[config.mk]
export PLATFORM = sky130hd
export DESIGN_NAME = tj_trigger_monitor
export DESIGN_NICKNAME = d
export VERILOG_FILES = /design/src/rtl/tj_mon_pkg.sv /design/src/rtl/tj_edge_counter.sv /design/src/rtl/tj_trigger_monitor.sv
export SDC_FILE = /design/constraint.sdc
export NUM_CORES = 1
export LEC_CHECK = 0
export ABC_AREA = 1
export BUFFER_PORTS_ARGS = -buffer_cell sky130_fd_sc_hd__buf_2
export CAP_MARGIN = 20
export CELL_PAD_IN_SITES_DETAIL_PLACEMENT = 1
export CELL_PAD_IN_SITES_GLOBAL_PLACEMENT = 1
export CORE_UTILIZATION = 43
export CTS_CLUSTER_SIZE = 8
export DETAILED_ROUTE_END_ITERATION = 10
export MAX_ROUTING_LAYER = met4
export PLACE_DENSITY = 0.88
export SYNTH_ARGS = -nofsm -noshare
export SYNTH_HDL_FRONTEND = slang
export SYNTH_SLANG_ARGS = --single-unit
export TNS_END_PERCENT = 50
[constraint.sdc]
create_clock -name clk -period 4.6 [get_ports clk]
set_input_delay 0.23 -clock clk [delete_from_list [all_inputs] [get_ports clk]]
set_output_delay 0.23 -clock clk [all_outputs]
set_load 0.005 [all_outputs]
[src/rtl/tj_mon_pkg.sv]
// Shared types and constants for the trigger monitor: FSM state encoding,
// readout geometry and the record word index map.
package tj_mon_pkg;

  typedef enum logic [1:0] {
    ARMED    = 2'd0,
    CAPTURED = 2'd1,
    READOUT  = 2'd2
  } state_e;

  localparam int WORD_W  = 32;
  localparam int N_WORDS = 5;
  localparam int IDX_W   = 3;

  typedef logic [IDX_W-1:0] idx_t;

  // Word 0 carries the event index, words 1..4 the ciphertext, MSW first.
  localparam idx_t IDX_CNT   = 3'd0;
  localparam idx_t IDX_CT_W3 = 3'd1;
  localparam idx_t IDX_CT_W2 = 3'd2;
  localparam idx_t IDX_CT_W1 = 3'd3;
  localparam idx_t IDX_CT_W0 = 3'd4;
  localparam idx_t IDX_LAST  = idx_t'(N_WORDS - 1);

endpackage

[src/rtl/tj_edge_counter.sv]
// Saturating ciphertext event counter plus rising-edge detector on the
// watched trigger line.
module tj_edge_counter #(
  parameter int CNT_W = 32
) (
  input  logic             clk,
  input  logic             rst,
  input  logic             ct_valid,
  input  logic             trig_in,
  output logic [CNT_W-1:0] evt_count,
  output logic [CNT_W-1:0] cnt_next,
  output logic             rise
);

  logic [CNT_W-1:0] evt_count_q, evt_count_d;
  logic             trig_q;

  always_comb begin
    evt_count_d = evt_count_q;
    if (ct_valid && (evt_count_q != '1)) begin
      evt_count_d = evt_count_q + CNT_W'(1);
    end
  end

  // NOTE: sequential state uses non-blocking assignments so every register
  // samples the pre-edge value of its inputs, independent of block ordering.
  always_ff @(posedge clk) begin
    if (rst) begin
      evt_count_q <= '0;
      trig_q      <= 1'b0;
    end else begin
      evt_count_q <= evt_count_d;
      trig_q      <= trig_in;
    end
  end

  // cnt_next lets a capture include the event arriving in the same cycle.
  assign cnt_next  = evt_count_d;
  assign rise      = trig_in & ~trig_q;
  assign evt_count = evt_count_q;

endmodule

[src/rtl/tj_trigger_monitor.sv]
// Trigger monitor top: freezes {event index, ciphertext} on the first trigger
// rise and streams the record out as five registered words on request.
module tj_trigger_monitor
  import tj_mon_pkg::*;
#(
  parameter int CNT_W = 32
) (
  input  logic              clk,
  input  logic              rst,
  input  logic              ct_valid,
  input  logic [127:0]      ct,
  input  logic              trig_in,
  input  logic              alarm_clr,
  input  logic              rd_req,
  output logic              alarm,
  output logic [CNT_W-1:0]  evt_count,
  output logic              rd_valid,
  output logic [WORD_W-1:0] rd_data,
  output logic              rd_last
);

  logic [CNT_W-1:0]  cnt_next;
  logic              rise;

  state_e            state_q, state_d;
  idx_t              idx_q, idx_d;
  logic              alarm_q, alarm_d;
  logic [CNT_W-1:0]  cnt_rec_q, cnt_rec_d;
  logic [127:0]      ct_rec_q, ct_rec_d;
  logic              rd_valid_q, rd_valid_d;
  logic [WORD_W-1:0] rd_data_q, rd_data_d;
  logic              rd_last_q, rd_last_d;
  logic [WORD_W-1:0] cnt_word;

  tj_edge_counter #(.CNT_W(CNT_W)) u_edge_counter (
    .clk       (clk),
    .rst       (rst),
    .ct_valid  (ct_valid),
    .trig_in   (trig_in),
    .evt_count (evt_count),
    .cnt_next  (cnt_next),
    .rise      (rise)
  );

  generate
    if (CNT_W >= WORD_W) begin : g_cnt_trunc
      assign cnt_word = cnt_rec_q[WORD_W-1:0];
    end else begin : g_cnt_ext
      assign cnt_word = {{(WORD_W-CNT_W){1'b0}}, cnt_rec_q};
    end
  endgenerate

  // NOTE: every signal driven here gets a default first, so no path through
  // the case leaves one unassigned and no latch is inferred.
  always_comb begin
    state_d    = state_q;
    idx_d      = idx_q;
    alarm_d    = alarm_q;
    cnt_rec_d  = cnt_rec_q;
    ct_rec_d   = ct_rec_q;
    rd_valid_d = 1'b0;
    unique case (state_q)
      ARMED: begin
        if (rise) begin
          cnt_rec_d = cnt_next;
          ct_rec_d  = ct_valid ? ct : '0;
          alarm_d   = 1'b1;
          state_d   = CAPTURED;
        end
      end
      CAPTURED: begin
        if (rd_req) begin
          state_d    = READOUT;
          idx_d      = IDX_CNT;
          rd_valid_d = 1'b1;
        end else if (alarm_clr) begin
          alarm_d = 1'b0;
          state_d = ARMED;
        end
      end
      READOUT: begin
        // idx_q is the word on rd_data this cycle; the stream ends after the last.
        if (idx_q == IDX_LAST) begin
          state_d = CAPTURED;
        end else begin
          idx_d      = idx_q + idx_t'(1);
          rd_valid_d = 1'b1;
        end
      end
      default: state_d = ARMED;
    endcase
  end

  always_comb begin
    rd_data_d = '0;
    if (rd_valid_d) begin
      unique case (idx_d)
        IDX_CNT:   rd_data_d = cnt_word;
        IDX_CT_W3: rd_data_d = ct_rec_q[127:96];
        IDX_CT_W2: rd_data_d = ct_rec_q[95:64];
        IDX_CT_W1: rd_data_d = ct_rec_q[63:32];
        IDX_CT_W0: rd_data_d = ct_rec_q[31:0];
        default:   rd_data_d = '0;
      endcase
    end
    rd_last_d = rd_valid_d && (idx_d == IDX_LAST);
  end

  // NOTE: the record registers are reset too; they are observable through
  // readout, so a stale record must never survive a reset.
  always_ff @(posedge clk) begin
    if (rst) begin
      state_q    <= ARMED;
      idx_q      <= IDX_CNT;
      alarm_q    <= 1'b0;
      cnt_rec_q  <= '0;
      ct_rec_q   <= '0;
      rd_valid_q <= 1'b0;
      rd_data_q  <= '0;
      rd_last_q  <= 1'b0;
    end else begin
      state_q    <= state_d;
      idx_q      <= idx_d;
      alarm_q    <= alarm_d;
      cnt_rec_q  <= cnt_rec_d;
      ct_rec_q   <= ct_rec_d;
      rd_valid_q <= rd_valid_d;
      rd_data_q  <= rd_data_d;
      rd_last_q  <= rd_last_d;
    end
  end

  assign alarm    = alarm_q;
  assign rd_valid = rd_valid_q;
  assign rd_data  = rd_data_q;
  assign rd_last  = rd_last_q;

endmodule

# Word level (Yosys, flattened, before mapping)

Index checks and enable logic that the tools add are counted.

Register bits after elaboration: 233
Input port bits: 134
Output and inout port bits: 67
Logic and storage cells: 55

Add/subtract/negate cells: 2
Equal/unequal tests: 13
Muxes and demuxes: 18
Bitwise gates (word level): 3
Reduce and logical (&&, ||, !) cells: 9

Operators by type and width:

| cell                    | count |
|---|---|
| $pmux W32 S5            | 1 |
| $mux W128               | 1 |
| $add A32 B1 Y32 const B | 1 |
| $mux W32                | 1 |
| $ne A32 B32 Y1 const B  | 1 |
| $mux W2                 | 4 |
| $ne A2 B2 Y1 const B    | 4 |
| $eq A3 B2 Y1 const B    | 2 |
| $eq A3 B3 Y1 const B    | 2 |
| $mux W3                 | 2 |
| $pmux W2 S3             | 1 |
| $pmux W3 S2             | 1 |
| $mux W1                 | 5 |
| $pmux W1 S2             | 2 |
| $reduce_and A4 Y1       | 1 |
| $add A3 B1 Y3 const B   | 1 |
| $eq A3 B1 Y1 const B    | 1 |
| $logic_not A3 Y1        | 1 |
| $ne A3 B3 Y1 const B    | 1 |
| $reduce_and A3 Y1       | 1 |
| $eq A2 B1 Y1 const B    | 1 |
| $eq A2 B2 Y1 const B    | 1 |
| $logic_and A1 B1 Y1     | 2 |
| $logic_not A2 Y1        | 1 |
| 5 further kinds         | 6 |

# Logic depth before layout (Yosys ltp)

Word-level depth: 5
Mapped depth: 13
Mapped depth without buffers: 12

# Modules after synthesis

Synthesis repeated with hierarchy kept, for this count alone.

Cells, all modules: 1476
Area total of the unflattened synthesis: 10563.9 um^2

Modules (own cells, without submodules):

| module             | instances | cells each | area an instance (um^2) | sequential area each (um^2) |
|---|---|---|---|---|
| tj_trigger_monitor | 1         | 1104       | 8309.2                  | 4003.8 |
| tj_edge_counter    | 1         | 372        | 2254.7                  | 660.6 |

# Least setup slack after synthesis

No wires, ideal clock.

Kind: register to register
From: register state_q[0]
To: register rd_data_q[31], in the netlist rd_data[31]
Setup time: 0.066 ns
Data arrival time: 1.807 ns
Data required time: 4.534 ns
Setup slack: 2.727 ns
Stages on the path, launching flop included: 14
Buffers on the path: 2
Clock period less this slack: 1.873 ns
Path through: dfxtp_1 > inv_1 > ha_1 > nand2_1 > clkinv_1 > nand3_1 > nand2_1 > nor2_2 > buf_4 > buf_4 > nand3_1 > nand3_1 > nor2_1 > nor2_1

Cells in the longest elaborated chain, start to end: 4
Elaborated cells on any way between the ends: 12
Those cells by class: eq/ne: 6; mux: 3; bitwise: 1; reduce/logical: 2

Ends and longest elaborated chain:

| what                                             | RTL line                  | RTL |
|---|---|---|
| from (decl)                                      | tj_trigger_monitor.sv:25  | `state_e state_q, state_d;` |
| from (signal assigned)                           | tj_trigger_monitor.sv:122 | `state_q <= state_d;` |
| $eq A2 B2 Y1 or $eq A2 B1 Y1 (tied branches)     | tj_trigger_monitor.sv:62  | `unique case (state_q)` |
| $pmux W3 S2 or $pmux W1 S2 (tied branches)       | tj_trigger_monitor.sv:62  |  |
| $eq A3 B3 Y1 (tied with other cells)             | tj_trigger_monitor.sv:97  | `unique case (idx_d)` |
| $pmux W32 S5 or $reduce_or A2 Y1 (tied branches) | n/a                       |  |
| to (signal assigned)                             | tj_trigger_monitor.sv:128 | `rd_data_q <= rd_data_d;` |
| to (decl)                                        | tj_trigger_monitor.sv:31  | `logic [WORD_W-1:0] rd_data_q, rd_data_d;` |

Several ways; a longest one is shown, not always the timed one.
A chain may end at the register's enable or synchronous reset.

# Worst setup path after layout

From: register state_q[0]
To: register rd_data_q[29], in the netlist rd_data[29]

The elaborated chain is that of the path after synthesis.

==> results.ini <==
[synth]
synth-simple-area-share_pct=32.2
post_synth_xor_area_fraction_pct=1.14
synth-edff-count=0
synth.most_common_cell=nand2_1
ys.flop_type=dfxtp_1
ys_top_cells_by_count=nand2_1, dfxtp_1, nand3_1
yosys.area.top_type_share_pct=43.5
synth_fa_ha_area_share_pct=0.817
synthMuxAreaShare_pct=0
yosys_register_bits=233
synth_cells=1482
avgSynthCellArea_um2=7.23
synth-warning-count=0
synth_seq_area_share_pct=43.5
yosysTopAreaCell=dfxtp_1
synth_nets=1623
ys_top_cells_by_area=dfxtp_1, nand3_1, nand2_1
async_flop_share_pct=0
synth_top_family_by_area=simple AND/OR/NAND/NOR gates
ys_types=31
synthesis.area_um2=10700
synth_compound_area_share_pct=13.9

[cts]
postCtsSetupRepairBufs=0
htreeDepth=2
cts_root_buf=clkbuf_16
cts-resized-gates=0
clk_latency_ps=500
clock-sinks=233
clock_path_buffers=3
clkSlewWorstSetupHoldPaths_ps=50
holdBufCountCts=21
cts_buffers=35
cts_tree=yes

[timing]
rsz0062_at_grt=no
tightest_slew_ps=1110
finalHoldViolCount=0
slew_headroom_pct=26.3
finalSetupViolCount=0
clock_skew_ps=13.1
fin_crit_sh_pct=67.4
fin_tns_setup_ps=0
period_needed_ps=3100
max_freq_mhz=323
slew_violations=0
whs_ps=10.6

[floorplan]
num_rows=57
fp.dieH_um=160
ioPinCount=201
core_um2=24400
dieArea_um2=25600
die_w_um=160
start_util_pct=43.9

[detailed_routing]
wire_per_inst_um=19.9
ant_nets=0
first_iter_violations=1007
drc_errors=0
routed_wl_um=39200
dr.pass1.iters=6
post_drt_via_cell_ratio=5.66
via_count=11100

[layout]
fin_nets=1781
area.growth.synth_to_final_pct=20.3
finalInstanceArea_um2=12900
drive_gt1_share_pct=17.5

[placement]
io_buffers=200
dp_hpwl_um=26100
placed_area_um2=11700
gp_congestion=0.892

[global_route]
grt_start_max_net_pins=161
grt_pass1_wl_um=62400
grt_pass1_vias=11500
grt-ovfl-total=0
track_usage_pct=31.6
antenna_found_initial=1

[flow_run]
maxCapViolCount=0

[critical_path]
critPathKind=flop to flop
cp_max_fo=38
crit_arrival_ps=3540
cp-start-kind=flop
worstPathRequired_ps=5040
reg2reg_slack_ps=1500
end_kind=flop

[power]
ir_drop_v=0.000262
p_per_area_nw_per_um2=476
p_leak_nw=5.24

[hold_path]
hold_class=primary input to flop

[outcome]
status=completed

## sequential cells by signal, indices dropped and copies added (netlist names)
| signal | flops |
|---|---|
| ct_rec_q | 128 |
| cnt_rec_q | 32 |
| rd_data | 32 |
| u_edge_counter.evt_count | 32 |
| idx_q | 3 |
| state_q | 2 |
| alarm | 1 |
| rd_last | 1 |
| rd_valid | 1 |
| u_edge_counter.trig_q | 1 |
## worst paths after layout
path | startpoint | cells after the start | end
worst max-delay path | state_q[0]$_SDFFE_PP0P_ | 10 | rd_data[29]$_SDFF_PP0_
worst min-delay path | ct[95] | 3 | ct_rec_q[95]$_SDFFE_PP0P_
worst max register to register | state_q[0]$_SDFFE_PP0P_ | 10 | rd_data[29]$_SDFF_PP0_
worst min register to register | ct_rec_q[5]$_SDFFE_PP0P_ | 2 | ct_rec_q[5]$_SDFFE_PP0P_
## kinds of logic (layout without fill, tap and decap cells)
| group | count (synthesis) | in the layout |
|---|---|---|
| AND/OR/NAND/NOR | 752 | 752 |
| other | 0 | 1 |
| XOR/XNOR | 14 | 14 |
| flip-flops | 233 | 233 |
| adder cells (fa/ha/maj) | 7 | 7 |
| buffers and inverters | 210 | 370 |
| AO/OA/AOI/OAI | 266 | 266 |
## cells in the final DEF (no fill, tap or decap), drive strengths merged, types with 8 or more instances in the layout
cell         instances
o21a                28
nand2              303
a21oi              169
nand4               76
buf                215
nor2               124
nand3b              14
dfxtp              233
o21ai               38
xor2                 8
nand3              234
inv                 94
a211oi              29
dlygate4sd3         21
clkbuf              38
## area by class of cell
class                      instances  area [um^2]
tap                              324          405
timing repair buffer             236         1350
clock buffer                      38          930
antenna                            1         2.50
multi-input combinational       1039         5170
sequential                       233         4660
inverter                          95          359
fill                            3115        11500
clock inverter                     1         8.76
## critical path: stages, from the launching register on
cell	delay (ps)
dfxtp_1	370
inv_1	90
ha_1	380
nand2_1	140
nor2_1	80
a21oi_4	500
buf_4	470
nand3_1	400
o21ai_0	390
nor2_1	80
nor2_1	100
## per-layer routing
layer,part of all wire [%],wire [um],track usage [%]
met4,3.3,1290,11.9
met5,0,0,-
met1,42,16500,38.9
met3,5.8,2270,5.19
met2,49,19100,52.0
## metrics by stage
step | power (W) | cells | utilization, % | worst slack [ps]
global route | 0.00642 | 1967 | 52.9 | 1270
floorplan | 0.00337 | 1482 | - | 2730
CTS | 0.00614 | 1966 | 52.8 | 1540
global placement | 0.00377 | 1906 | 48.1 | 1800
detailed placement | 0.00383 | 1906 | 48.1 | 1630
finish | 0.00613 | 1967 | 52.9 | 1500
## report_power, final
group | internal [W] | switching [W]
Clock | 0.00141 | 0.000877
Combinational | 0.000436 | 0.00102
Sequential | 0.00226 | 0.000137
Total | 0.00410 | 0.00204
(Power assumes the default switching activity.)
